**config.mk**
```make
export PLATFORM = sky130hd
export DESIGN_NAME = acc_cpu_core
export DESIGN_NICKNAME = d
export VERILOG_FILES = /design/src/rtl/acc_cpu_core.sv
export SDC_FILE = /design/constraint.sdc
export NUM_CORES = 1
export LEC_CHECK = 0
export ABC_AREA = 1
export CELL_PAD_IN_SITES_DETAIL_PLACEMENT = 0
export CELL_PAD_IN_SITES_GLOBAL_PLACEMENT = 2
export CORE_MARGIN = 2
export CORE_UTILIZATION = 32
export CTS_CLUSTER_DIAMETER = 150
export DETAILED_ROUTE_END_ITERATION = 10
export GPL_TIMING_DRIVEN = 0
export HOLD_SLACK_MARGIN = 0.05
export PLACE_DENSITY = 0.95
export SLEW_MARGIN = 0
export SYNTH_ARGS = -nofsm -noshare
export SYNTH_HDL_FRONTEND = slang
export SYNTH_SLANG_ARGS = --single-unit
```
**constraint.sdc**
```tcl
create_clock -name clk -period 8.2 [get_ports clk]
set_input_delay 1.23 -clock clk [delete_from_list [all_inputs] [get_ports clk]]
set_output_delay 1.23 -clock clk [all_outputs]
set_load 0.005 [all_outputs]
```
**src/rtl/acc_cpu_core.sv**
```systemverilog
// acc_cpu_core: accumulator CPU core sequencing FETCH/DECODE/MEM/HALT over a req/ack memory port.
// Define ACC_CPU_SUB_EN to enable opcode 8 (SUB, ac <= ac - M); otherwise opcode 8 is illegal.
module acc_cpu_core #(
    parameter int          DATA_WIDTH = 32,
    parameter int          ADDR_WIDTH = 28,
    parameter int unsigned RESET_PC   = 'h100
) (
    input  logic                  clk,
    input  logic                  rst_n,
    input  logic                  run,
    output logic                  mem_req,
    output logic                  mem_we,
    output logic [ADDR_WIDTH-1:0] mem_addr,
    output logic [DATA_WIDTH-1:0] mem_wdata,
    input  logic [DATA_WIDTH-1:0] mem_rdata,
    input  logic                  mem_ack,
    output logic [ADDR_WIDTH-1:0] pc,
    output logic [DATA_WIDTH-1:0] ac,
    output logic                  retire,
    output logic                  halted,
    output logic                  illegal
);
`ifdef ACC_CPU_SUB_EN
    localparam bit SUB_EN = 1'b1;
`else
    localparam bit SUB_EN = 1'b0;
`endif
    typedef enum logic [1:0] {FETCH, DECODE, MEM, HALT} state_t;
    localparam logic [3:0] OP_ADD = 4'd0, OP_HALT = 4'd1, OP_LOAD = 4'd2, OP_STORE = 4'd3,
                           OP_CLEAR = 4'd4, OP_SKIP = 4'd5, OP_JUMP = 4'd6, OP_ADDI = 4'd7,
                           OP_SUB = 4'd8;
    state_t                state, state_n;
    logic [DATA_WIDTH-1:0] ir, ir_n, ac_n, imm;
    logic [ADDR_WIDTH-1:0] pc_n, operand;
    logic [3:0]            op;
    logic                  pend, pend_n, illegal_n, req, skip, is_mem;
    assign op        = ir[DATA_WIDTH-1 -: 4];
    assign operand   = ir[ADDR_WIDTH-1:0];
    assign imm       = {{(DATA_WIDTH-12){ir[11]}}, ir[11:0]};
    assign skip      = ir[2:0] == 3'b000 ? ac[DATA_WIDTH-1] :
                       ir[2:0] == 3'b010 ? ac == '0 :
                       ir[2:0] == 3'b100 ? (!ac[DATA_WIDTH-1] && ac != '0) : 1'b0;
    assign is_mem    = op == OP_ADD || op == OP_LOAD || op == OP_STORE || (SUB_EN && op == OP_SUB);
    // Reset must drop the request combinationally, even with run held high.
    assign mem_req   = req && rst_n;
    assign mem_wdata = ac;
    assign halted    = state == HALT;
    always_comb begin
        state_n   = state;
        pc_n      = pc;
        ac_n      = ac;
        ir_n      = ir;
        illegal_n = illegal;
        pend_n    = 1'b0;
        req       = 1'b0;
        mem_we    = 1'b0;
        mem_addr  = pc;
        retire    = 1'b0;
        case (state)
            FETCH: begin
                // pend keeps an unacknowledged fetch alive after run drops
                req    = run || pend;
                pend_n = req && !mem_ack;
                if (req && mem_ack) begin
                    ir_n    = mem_rdata;
                    pc_n    = pc + ADDR_WIDTH'(1);
                    state_n = DECODE;
                end
            end
            DECODE: begin
                state_n = FETCH;
                retire  = 1'b1;
                if (is_mem) begin
                    state_n = MEM;
                    retire  = 1'b0;
                end else begin
                    case (op)
                        OP_CLEAR: ac_n = '0;
                        OP_SKIP:  pc_n = skip ? pc + ADDR_WIDTH'(1) : pc;
                        OP_JUMP:  pc_n = operand;
                        OP_ADDI:  ac_n = ac + imm;
                        OP_HALT:  state_n = HALT;
                        default: begin
                            state_n   = HALT;
                            retire    = 1'b0;
                            illegal_n = 1'b1;
                        end
                    endcase
                end
            end
            MEM: begin
                req      = 1'b1;
                mem_addr = operand;
                mem_we   = op == OP_STORE;
                if (mem_ack) begin
                    ac_n    = op == OP_LOAD ? mem_rdata :
                              op == OP_ADD  ? ac + mem_rdata :
                              op == OP_SUB  ? ac - mem_rdata : ac;
                    retire  = 1'b1;
                    state_n = FETCH;
                end
            end
            HALT: state_n = HALT;
        endcase
    end
    always_ff @(posedge clk or negedge rst_n) begin
        if (!rst_n) begin
            state   <= FETCH;
            pc      <= ADDR_WIDTH'(RESET_PC);
            ac      <= '0;
            ir      <= '0;
            pend    <= 1'b0;
            illegal <= 1'b0;
        end else begin
            state   <= state_n;
            pc      <= pc_n;
            ac      <= ac_n;
            ir      <= ir_n;
            pend    <= pend_n;
            illegal <= illegal_n;
        end
    end
endmodule

```
# Yosys cells after proc, flatten, opt, wreduce, memory -nomap -nowiden

Cells that the tools add are included.

Bits in registers: 96
Input port bits: 36
Output and inout port bits: 125
Logic and storage cells: 83

$add $sub $neg: 4
Equal/unequal tests: 20
Multiplexer cells: 28
Bitwise gates (word level): 2
Reductions and logical operators: 23

Operators with widths:

| operator                | count |
|---|---|
| $mux W32                | 5 |
| $pmux W32 S2            | 2 |
| $mux W28                | 4 |
| $pmux W28 S2            | 2 |
| $add A32 B32 Y32        | 2 |
| $logic_not A32 Y1       | 1 |
| $reduce_bool A32 Y1     | 1 |
| $sub A32 B32 Y32        | 1 |
| $add A28 B1 Y28 const B | 1 |
| $eq A4 B3 Y1 const B    | 4 |
| $reduce_and A5 Y1       | 2 |
| $ne A3 B3 Y1 const B    | 3 |
| $eq A4 B2 Y1 const B    | 2 |
| $mux W1                 | 8 |
| $mux W2                 | 4 |
| $pmux W2 S4             | 1 |
| $ne A2 B2 Y1 const B    | 3 |
| $reduce_or A5 Y1        | 1 |
| $eq A2 B2 Y1 const B    | 2 |
| $eq A4 B1 Y1 const B    | 1 |
| $eq A4 B4 Y1 const B    | 1 |
| $logic_and A1 B1 Y1     | 4 |
| $logic_not A4 Y1        | 1 |
| $ne A4 B4 Y1 const B    | 1 |
| 13 further kinds        | 20 |

# Depth between registers and ports, before layout

Gate-level depths: netlist (run 1).

Depth after elaboration: 9
Depth in mapped cells: 28
Gate-level depth less buffers: 28

# Least setup slack after synthesis (run 1)

OpenSTA, ideal clock, no wires.

Path type: input to register
From: input port mem_rdata[1]
To: register ac[27]
Arrival time: 3.585 ns
Setup slack: 4.499 ns
Cell stages on the path: 23
Path buffers: 0
Cell sequence: inv_1 -> ha_1 -> nand3_1 -> nor2_1 -> nand2_1 -> nor4_1 -> nand4_1 -> nand2_1 -> nand2_1 -> nand2_1 -> nand2_1 -> ha_1 -> a21oi_1 -> nand2_1 -> o21bai_1 -> nor2_1 -> nand2_1 -> nand2_1 -> nand3_1 -> nand2_1 -> nand2_1 -> nand2_1 -> nand2_1

Word-level cells in the longest chain between the ends: 6
Elaborated cells on any way between the ends: 7
Those cells by class: add/sub: 2; mux: 5

RTL lines:

| what                 | RTL line | RTL |
|---|---|---|
| start, declared      | 15       | `input logic [DATA_WIDTH-1:0] mem_rdata,` |
| $sub A32 B32 Y32     | 98       | `op == OP_SUB ? ac - mem_rdata : ac;` |
| $mux W32             | 98       |  |
| $mux W32 (*)         | 97       | `op == OP_ADD ? ac + mem_rdata :` |
| $mux W32 (*)         | 96       | `ac_n = op == OP_LOAD ? mem_rdata :` |
| $mux W32 (*)         | 95       | `if (mem_ack) begin` |
| $pmux W32 S2 (*)     | 59       | `case (state)` |
| end signal, assigned | 117      | `ac <= ac_n;` |
| end, declared        | 18       | `output logic [DATA_WIDTH-1:0] ac,` |

Mark *: on every way between the ends. The rest lies on a longest branch, timed or not. The select of a mux whose other input is x is not followed.
A chain may end at the register's enable or synchronous reset.

# Final worst setup path (run 1)

From: input port mem_rdata[1]
To: register ac[31]

The elaborated chain is that of the path after synthesis.

==> results of run 1 <==
-- report_power, final --
| group | internal, W | switching, W |
|---|---|---|
| combinational | 0.00133 | 0.00199 |
| clock | 0.000242 | 0.000215 |
| sequential | 0.000643 | 0.000377 |
| total | 0.00222 | 0.00258 |
-- logic make-up (layout without fill, tap and decap cells) --
kind of cell / count (synthesis) / after routing
compound gates: 307 / 307
xor+xnor: 52 / 52
buf+inv: 330 / 507
flops: 96 / 96
fa+ha+maj: 75 / 75
simple gates: 1028 / 1028
mux: 7 / 7
-- area by class of cell --
type	count	share of cell area [%]
tap	455	4.15
multi-input combinational	1469	54.0
inverter	255	6.98
buffer	75	3.31
clock inverter	6	0.556
sequential	96	17.5
clock buffer	10	1.67
timing repair buffer	161	11.9
-- Yosys cell counts (all sizes together), types with 9 or more instances --
cell type / instances
a21oi: 88
a31oi: 9
buf: 59
clkbuf: 16
dfrtp: 95
ha: 73
inv: 253
nand2: 642
nand3: 118
nand3b: 10
nand4: 21
nor2: 194
nor3: 27
o211ai: 10
o21ai: 169
o21bai: 10
xor2: 44
-- state kept, by name, indices dropped and copies added, names as in the netlist --
register,flops
ac,32
ir,32
pc,28
state,2
illegal,1
pend,1
-- critical path: cells and delay by family --
family | cells | cell delay [ns]
compound gates | 1 | 0.20
fa+ha+maj | 2 | 0.64
simple gates | 17 | 2.08
buf+inv | 4 | 0.71
xor+xnor | 1 | 0.31
-- worst min path at each step --
| stage | slack (ns) | cells after the start | end | startpoint |
|---|---|---|---|---|
| after floorplan | 0.45 | 2 | ir[27]$_DFFE_PN0P_ | ir[27]$_DFFE_PN0P_ |
| after global placement | 0.47 | 2 | ir[27]$_DFFE_PN0P_ | ir[27]$_DFFE_PN0P_ |
| after detailed placement | 0.48 | 2 | ir[27]$_DFFE_PN0P_ | ir[27]$_DFFE_PN0P_ |
| after CTS | 0.49 | 2 | ir[27]$_DFFE_PN0P_ | ir[27]$_DFFE_PN0P_ |
| after global routing | 0.51 | 1 | illegal$_DFFE_PN0P_ | illegal$_DFFE_PN0P_ |
| final | 0.49 | 1 | illegal$_DFFE_PN0P_ | illegal$_DFFE_PN0P_ |
-- per-layer routing --
| layer | wire (µm) | vias up | track usage (%) |
|---|---|---|---|
| met5 | 0 | - | 0 |
| met4 | 1150 | 0 | 7.28 |
| met3 | 2550 | 53 | 2.81 |
| met2 | 22300 | 399 | 43.7 |
| met1 | 20600 | 5950 | 33.2 |
| li1 | - | 6393 | - |
-- stage by stage --
step	setup WS (ns)	utilization, %	cell area (µm²)	total power, W	hold WS [ns]
finish	3.30	39.7	13700	0.00480	0.491
global route	2.86	39.7	13700	0.00523	0.510
CTS	3.33	39.7	13700	0.00479	0.494
detailed placement	2.96	38.8	13400	0.00432	0.477
global placement	0.967	38.8	13400	0.00428	0.473
floorplan	4.50	-	11200	0.00298	0.453
==> qor.txt, run 1 <==
multi-input logic area: 7400 µm²
Final Hold Fails: 0
synthesized area: 11200 µm²
Die ar.: 36600 µm²
CP required: 8.45 ns
die height: 191 µm
Total Routing Usage GR: 25.3%
routed len/inst: 18.4 µm
Post-CTS Setup Inserts: 0
CTS root buf: clkbuf_16
CP startpoint kind: primary input
Post-Synth Adder-Cell Area: 8.50%
skew final: 0.0210 ns
Pins Over Slew Limit: 0
synth unique cells: 45
drt pass-1 iters: 6
CP Capture Point: ac[31]$_DFFE_PN0P_
Syn Nets: 2006
FF-to-FF setup slack: 4.60 ns
grt ovf: 0
drt initial violations: 881
top-area cell type share of the netlist area: 21.3%
io pins: 161
Fmax: 204 MHz
total CTS buffers: 9
layout cells sized above 1: 4.78%
VDD IR-drop max: 153 µV
drt drc: 0
register area: 2400 µm²
core box area: 34500 µm²
prevailing post-synth register cell: dfrtp_1
detailed-route vias per instance: 5.06
Worst Setup SP: mem_rdata[1]
num rows: 68
MaxCap Viol Count: 0
Hold Crit Class: flop to flop
r2r worst-path depth: 18
TNS Setup: 0 ns
commonest non-fill, non-tap cell in the layout: nand2_1
initial antenna violation count: 0
Fill cells: 3885
largest family of logic cells by synthesized area: simple AND/OR/NAND/NOR gates
# nets final: 2178
Mapped Avg Cell Area: 5.92 µm²
number of global-route vias before repair: 12000
Relative slew margins: 30.3%
fin crit share: 59.8%
asr flop ratio synth: 100%
Initial Util: 32.5%
routability congestion estimate from global placement: 0.955
Critical Path Max Stage Delay: 0.47 ns
Slew @ Worst Pin: 1.05 ns
Final Setup Violations: 0
# port buffers: 160
PwrDens: 350 nW/µm²
Synth Area in XOR/XNOR: 4.06%
synthesis-stage register bit count: 96
post-synthesis sequential area ratio: 21.4%
CTS Buffer Depth: 2
Tmin final: 4.90 ns
crit-path max FO: 5
Yosys top cell by area: nand2_1
Post-Synthesis Cells: 1895
reg2reg end: ac[17]$_DFFE_PN0P_
CP max stage cell: clkdlybuf4s50_1
pin count of the biggest net entering global routing: 60
Area Growth Syn to Fin: 22.3%
CTS resizes: 0
post-synthesis mux area share: 0.625%
global-route wire length before repair: 70.2 mm
diode count: 0
commonest non-fill, non-tap cells in the layout: 636 x nand2_1, 250 x inv_1, 191 x nor2_1
kind of end point of the critical path: flop
clk_lat worst skew: 0.38 ns
top cells by area, synth: nand2_1 21%, dfrtp_1 21%, inv_1 8.4%, ha_1 8.1%, o21ai_0 6.6%
Ys Warns: 0
total routed wirelength: 46.6 mm
CP arrival: 5.16 ns
most used cell, CP: nand2_1
CTS tree: built
Die Span X: 191 µm
via count: 12800
critical path class: primary input to flop
clock-pin slew on the worst setup and hold paths: 0.08 ns
CTS sink cnt: 96
LEAKAGE: 7.04 nW
Post-CTS Hold Buffers: 0
post-route insts no fill: 2527
post-synthesis simple-gate area fraction: 38.0%
Routed Antenna Nets: 0
outcome: complete, no violations
H-tree levels: 3
Compound-Gate Fraction of Synth Area: 14.8%
r2r startpoint: ir[28]$_DFFE_PN0P_
placed insts: 2511
Final HPWL DP: 38.4 mm
setup repair after global routing missed its margin: no
number of synthesized flops with an enable pin: 0
Power figures use the tool's default switching activity.
==> run 2, diff against run 1 <==
--- a/config.mk
+++ b/config.mk
@@ -9,12 +9,12 @@
 export CELL_PAD_IN_SITES_DETAIL_PLACEMENT = 0
 export CELL_PAD_IN_SITES_GLOBAL_PLACEMENT = 2
 export CORE_MARGIN = 2
-export CORE_UTILIZATION = 32
+export CORE_UTILIZATION = 27
 export CTS_CLUSTER_DIAMETER = 150
 export DETAILED_ROUTE_END_ITERATION = 10
 export GPL_TIMING_DRIVEN = 0
 export HOLD_SLACK_MARGIN = 0.05
-export PLACE_DENSITY = 0.95
+export PLACE_DENSITY = 0.89
 export SLEW_MARGIN = 0
 export SYNTH_ARGS = -nofsm -noshare
 export SYNTH_HDL_FRONTEND = slang
==> constraint.sdc (replaced) <==
create_clock -name clk -period 4.38 [get_ports clk]
set_input_delay 0.657 -clock clk [delete_from_list [all_inputs] [get_ports clk]]
set_output_delay 0.657 -clock clk [all_outputs]
set_load 0.005 [all_outputs]
==> qor.txt, run 2 (synthesis gave the netlist of run 1 again) <==
outcome: complete, no violations
CP required: 3.72 ns
H-tree levels: 3
CTS tree: built
routability congestion estimate from global placement: 0.975
Hold Crit Class: primary input to asynchronous set/reset pin
clk_lat worst skew: 0.38 ns
num rows: 74
sequence of cells on the critical path: inv_1, ha_1, clkbuf_1, clkbuf_1, clkbuf_1, nand2_1, o21ai_0, clkdlybuf4s50_1
drt initial violations: 790
Post-CTS Setup Inserts: 0
# nets final: 2178
# port buffers: 160
Initial Util: 27.4%
total routed wirelength: 48.2 mm
CTS Buffer Depth: 2
Pint: 0.00417 W
Area Growth Syn to Fin: 23.9%
drt drc: 0
commonest non-fill, non-tap cells in the layout: 635 x nand2_1, 250 x inv_1, 189 x nor2_1
CP arrival: 3.47 ns
Die Span X: 208 µm
Critical Path Max Stage Delay: 0.58 ns
CTS root buf: clkbuf_16
Pins Over Slew Limit: 0
pin count of the biggest net entering global routing: 60
CTS resizes: 0
core box area: 40900 µm²
commonest non-fill, non-tap cell in the layout: nand2_1
total CTS buffers: 9
Sw Ratio: 54.1%
Slew @ Worst Pin: 1.17 ns
Total Routing Usage GR: 21.8%
io pins: 161
clock power share: 9.9%
clock-pin slew on the worst setup and hold paths: 0.09 ns
Post-Place Worst Slack: -0.251 ns
via count: 12700
diode count: 0
Final HPWL DP: 39.8 mm
Seq pwr share: 21.3%
crit-path max FO: 10
Final Hold Fails: 0
global-route wire length before repair: 72.7 mm
number of global-route vias before repair: 12100
detailed-route vias per instance: 4.88
grt ovf: 0
CTS sink cnt: 96
LEAKAGE: 7.06 nW
initial antenna violation count: 1
fin crit share: 94.3%
skew final: 0.0173 ns
Relative slew margins: 22.2%
drt pass-1 iters: 6
Regs by FF count: ac (32), ir (32), pc (28)
Tmin final: 4.13 ns
CP max stage cell: clkdlybuf4s50_1
die height: 208 µm
Fmax: 242 MHz
Die ar.: 43200 µm²
layout cells sized above 1: 5.50%
setup repair after global routing missed its margin: no
Routed Antenna Nets: 0
routed len/inst: 18.5 µm
logic gate share of total power: 68.9%
PwrDens: 654 nW/µm²
CP startpoint kind: flop
most used cell, CP: clkbuf_1
Post-CTS Hold Buffers: 0
net switching power figure: 0.00492 W
MaxCap Viol Count: 0
VDD IR-drop max: 297 µV
Final Setup Violations: 0
overall power: 0.00909 W
critical path class: flop to output port
kind of end point of the critical path: output port
final worst setup slack: 0.248 ns
run 2: path summary, 6_finish.rpt:
kind,startpoint,end,slack (ns),cells past startpoint
max in group asynchronous,rst_n,ac[21]$_DFFE_PN0P_,3.39,2
min in group clk,illegal$_DFFE_PN0P_,illegal$_DFFE_PN0P_,0.48,1
min reg2reg,illegal$_DFFE_PN0P_,illegal$_DFFE_PN0P_,0.48,1
max,state[0]$_DFFE_PN0P_,mem_addr[13],0.25,8
max reg2reg,ir[28]$_DFFE_PN0P_,ac[17]$_DFFE_PN0P_,0.80,17
min,rst_n,pc[6]$_DFFE_PN0P_,0.27,1
run 2: cell type report:
class / count / area [µm²]
inverter: 255 / 957
buffer: 75 / 454
multi-input combinational: 1469 / 7470
tap: 532 / 666
timing repair buffer: 161 / 1630
clock buffer: 9 / 225
fill: 4625 / 27000
clock inverter: 7 / 100
sequential: 96 / 2400
run 2: routing by layer:
layer  vias up  global-route usage (%)  wire length, µm
met4         2                    6.11             1370
met1      5843                    29.3            22000
met5         -                       0               12
met2       393                    36.2            21900
li1       6391                       -                -
met3        66                    3.28             2900
run 2: critical path: cells and delay by family, from the launching register on:
family          cells  cell delay, ns
buf+inv             5            2.07
flops               1            0.42
fa+ha+maj           1            0.30
simple gates        1            0.11
compound gates      1            0.19
run 2: through the flow:
stage	instances	hold WS [ns]	util (%)	cell area (µm²)	setup TNS [ns]
final	2604	0.271	34.0	13900	0
after global routing	2604	0.311	34.0	13900	0
after CTS	2604	0.288	33.8	13800	0
after detailed placement	2588	0.473	33.0	13500	-0.972
after global placement	2587	0.468	33.0	13500	-126.74
after floorplan	1895	0.361	-	11200	0
run 2: power groups by stage:
stage	combinational [W]	clock [W]	sequential, W
final	0.00626	0.000895	0.00193
after global routing	0.00699	0.000932	0.00199
after CTS	0.00622	0.000904	0.00194
after detailed placement	0.00619	0	0.00195
after global placement	0.00614	0	0.00195
after floorplan	0.00399	0	0.00160
==> run 3, diff against run 2 <==
--- a/config.mk
+++ b/config.mk
@@ -9,12 +9,12 @@
 export CELL_PAD_IN_SITES_DETAIL_PLACEMENT = 0
 export CELL_PAD_IN_SITES_GLOBAL_PLACEMENT = 2
 export CORE_MARGIN = 2
-export CORE_UTILIZATION = 27
+export CORE_UTILIZATION = 29
 export CTS_CLUSTER_DIAMETER = 150
 export DETAILED_ROUTE_END_ITERATION = 10
 export GPL_TIMING_DRIVEN = 0
 export HOLD_SLACK_MARGIN = 0.05
-export PLACE_DENSITY = 0.89
+export PLACE_DENSITY = 0.91
 export SLEW_MARGIN = 0
 export SYNTH_ARGS = -nofsm -noshare
 export SYNTH_HDL_FRONTEND = slang
==> constraint.sdc (replaced) <==
create_clock -name clk -period 4.3 [get_ports clk]
set_input_delay 0.645 -clock clk [delete_from_list [all_inputs] [get_ports clk]]
set_output_delay 0.645 -clock clk [all_outputs]
set_load 0.005 [all_outputs]
==> qor.txt, run 3 (synthesis gave the netlist of run 1 again) <==
VDD IR-drop max: 285 µV
drt initial violations: 865
critical path class: primary input to flop
Worst Setup SP: mem_rdata[3]
commonest non-fill, non-tap cells in the layout: 634 x nand2_1, 250 x inv_1, 188 x nor2_1
Hold Crit Class: primary input to asynchronous set/reset pin
# nets final: 2178
core box area: 38400 µm²
skew final: 0.0195 ns
num rows: 72
CP arrival: 4.36 ns
r2r worst-path depth: 18
H-tree levels: 3
kind of end point of the critical path: flop
reg2reg end: ac[17]$_DFFE_PN0P_
global-route wire length before repair: 72.2 mm
drt pass-1 iters: 5
CP Capture Point: ac[25]$_DFFE_PN0P_
Tmin final: 4.10 ns
Die ar.: 40300 µm²
crit-path max FO: 5
Initial Util: 29.2%
area post-placement: 13500 µm²
overall power: 0.00924 W
pin count of the biggest net entering global routing: 55
CTS tree: built
MaxCap Viol Count: 0
multi-input logic area: 7490 µm²
Die Span X: 201 µm
CTS Buffer Depth: 2
Area Growth Syn to Fin: 24.0%
Total Routing Usage GR: 23.3%
worst hold slack: 0.266 ns
TNS Setup: 0 ns
clock-pin slew on the worst setup and hold paths: 0.09 ns
Worst path depth: 21
setup repair after global routing missed its margin: yes
WP buf/inv: 3
LEAKAGE: 7.06 nW
grt ovf: 0
CP required: 4.56 ns
fin area: 13900 µm²
routability congestion estimate from global placement: 0.935
CP startpoint kind: primary input
Fill cells: 4311
Final Hold Fails: 0
r2r startpoint: ir[31]$_DFFE_PN0P_
Routed Antenna Nets: 0
Critical Path Max Stage Delay: 0.54 ns
PwrDens: 664 nW/µm²
clk_lat worst skew: 0.38 ns
layout cells sized above 1: 5.55%
diode count: 0
detailed-route vias per instance: 4.96
Core Util, Final: 36.2%
Final Setup Violations: 0
Relative slew margins: 31.0%
via count: 12800
CTS sink cnt: 96
fin crit share: 95.4%
Regs by FF count: ac (32), ir (32), pc (28)
CP max stage cell: clkdlybuf4s50_1
initial antenna violation count: 0
total CTS buffers: 9
most used cell, CP: nand2_1
number of global-route vias before repair: 12000
Final HPWL DP: 39.2 mm
outcome: complete, no violations
die height: 201 µm
routed len/inst: 18.4 µm
register area: 2400 µm²
Fmax: 244 MHz
CTS root buf: clkbuf_16
drt drc: 0
FF-to-FF setup slack: 0.67 ns
total routed wirelength: 47.7 mm
Post-CTS Setup Inserts: 0
sequence of cells on the critical path: clkdlybuf4s50_1, inv_1, nand3_1, nor2_2, nand4_1, o31ai_2, xor2_1, ha_1, nand2_1, inv_1, nand2_1, nand2_1, o21bai_1, nor2_1, nand2_1, nand2_1, nand3_1, nand2_1, nand2_1, nand2_1, nand2_1
Pins Over Slew Limit: 0
CP top delay family: simple AND/OR/NAND/NOR gates
Slew @ Worst Pin: 1.03 ns
# port buffers: 160
commonest non-fill, non-tap cell in the layout: nand2_1
io pins: 161
-- run 3: area by class of cell --
cell class              instances  share of cell area (%)
multi-input cells            1469                    53.9
flip-flops and latches         96                    17.3
repair buffers                161                    11.7
inverters                     255                    6.88
well taps                     518                    4.66
plain buffers                  75                    3.27
clock buffers                   9                    1.62
clock inverters                 7                   0.702
-- run 3: report_power, final --
| part | internal (W) | switching (W) |
|---|---|---|
| clock network | 0.000471 | 0.000429 |
| registers | 0.00122 | 0.000745 |
| logic | 0.00256 | 0.00381 |
| total | 0.00425 | 0.00498 |
-- run 3: metal layers --
layer  part of all wire, %  track usage, %  routed length (µm)  vias up
li1                      -               -                   -     6396
met1                    46            31.4               22000     6003
met2                    47            39.9               22400      400
met3                   4.9            2.55                2360       49
met4                   2.1            5.45                 996        0
met5                     0               0                   0        -
-- run 3: stage by stage --
step | setup WS (ns) | instances
5_1_grt | -0.0670 | 2590
6_report | 0.200 | 2590
3_3_place_gp | -1.77 | 2573
2_1_floorplan | 1.18 | 1895
4_1_cts | 0.0426 | 2590
3_5_place_dp | -0.336 | 2574
-- run 3: worst min path at each step --
stage / from / end / slack [ns] / cells after the start
final: rst_n / pc[5]$_DFFE_PN0P_ / 0.27 / 1
after global routing: rst_n / pc[5]$_DFFE_PN0P_ / 0.31 / 1
after CTS: rst_n / pc[5]$_DFFE_PN0P_ / 0.28 / 1
after detailed placement: illegal$_DFFE_PN0P_ / illegal$_DFFE_PN0P_ / 0.47 / 1
after global placement: illegal$_DFFE_PN0P_ / illegal$_DFFE_PN0P_ / 0.47 / 1
after floorplan: rst_n / ac[0]$_DFFE_PN0P_ / 0.35 / 0
-- run 3: repair_timing --
action,4_1_cts,5_1_grt
gates resized for setup,0,19
hold buffers,0,0
endpoints found under the hold margin,0,0
endpoints found under the setup margin,0,14
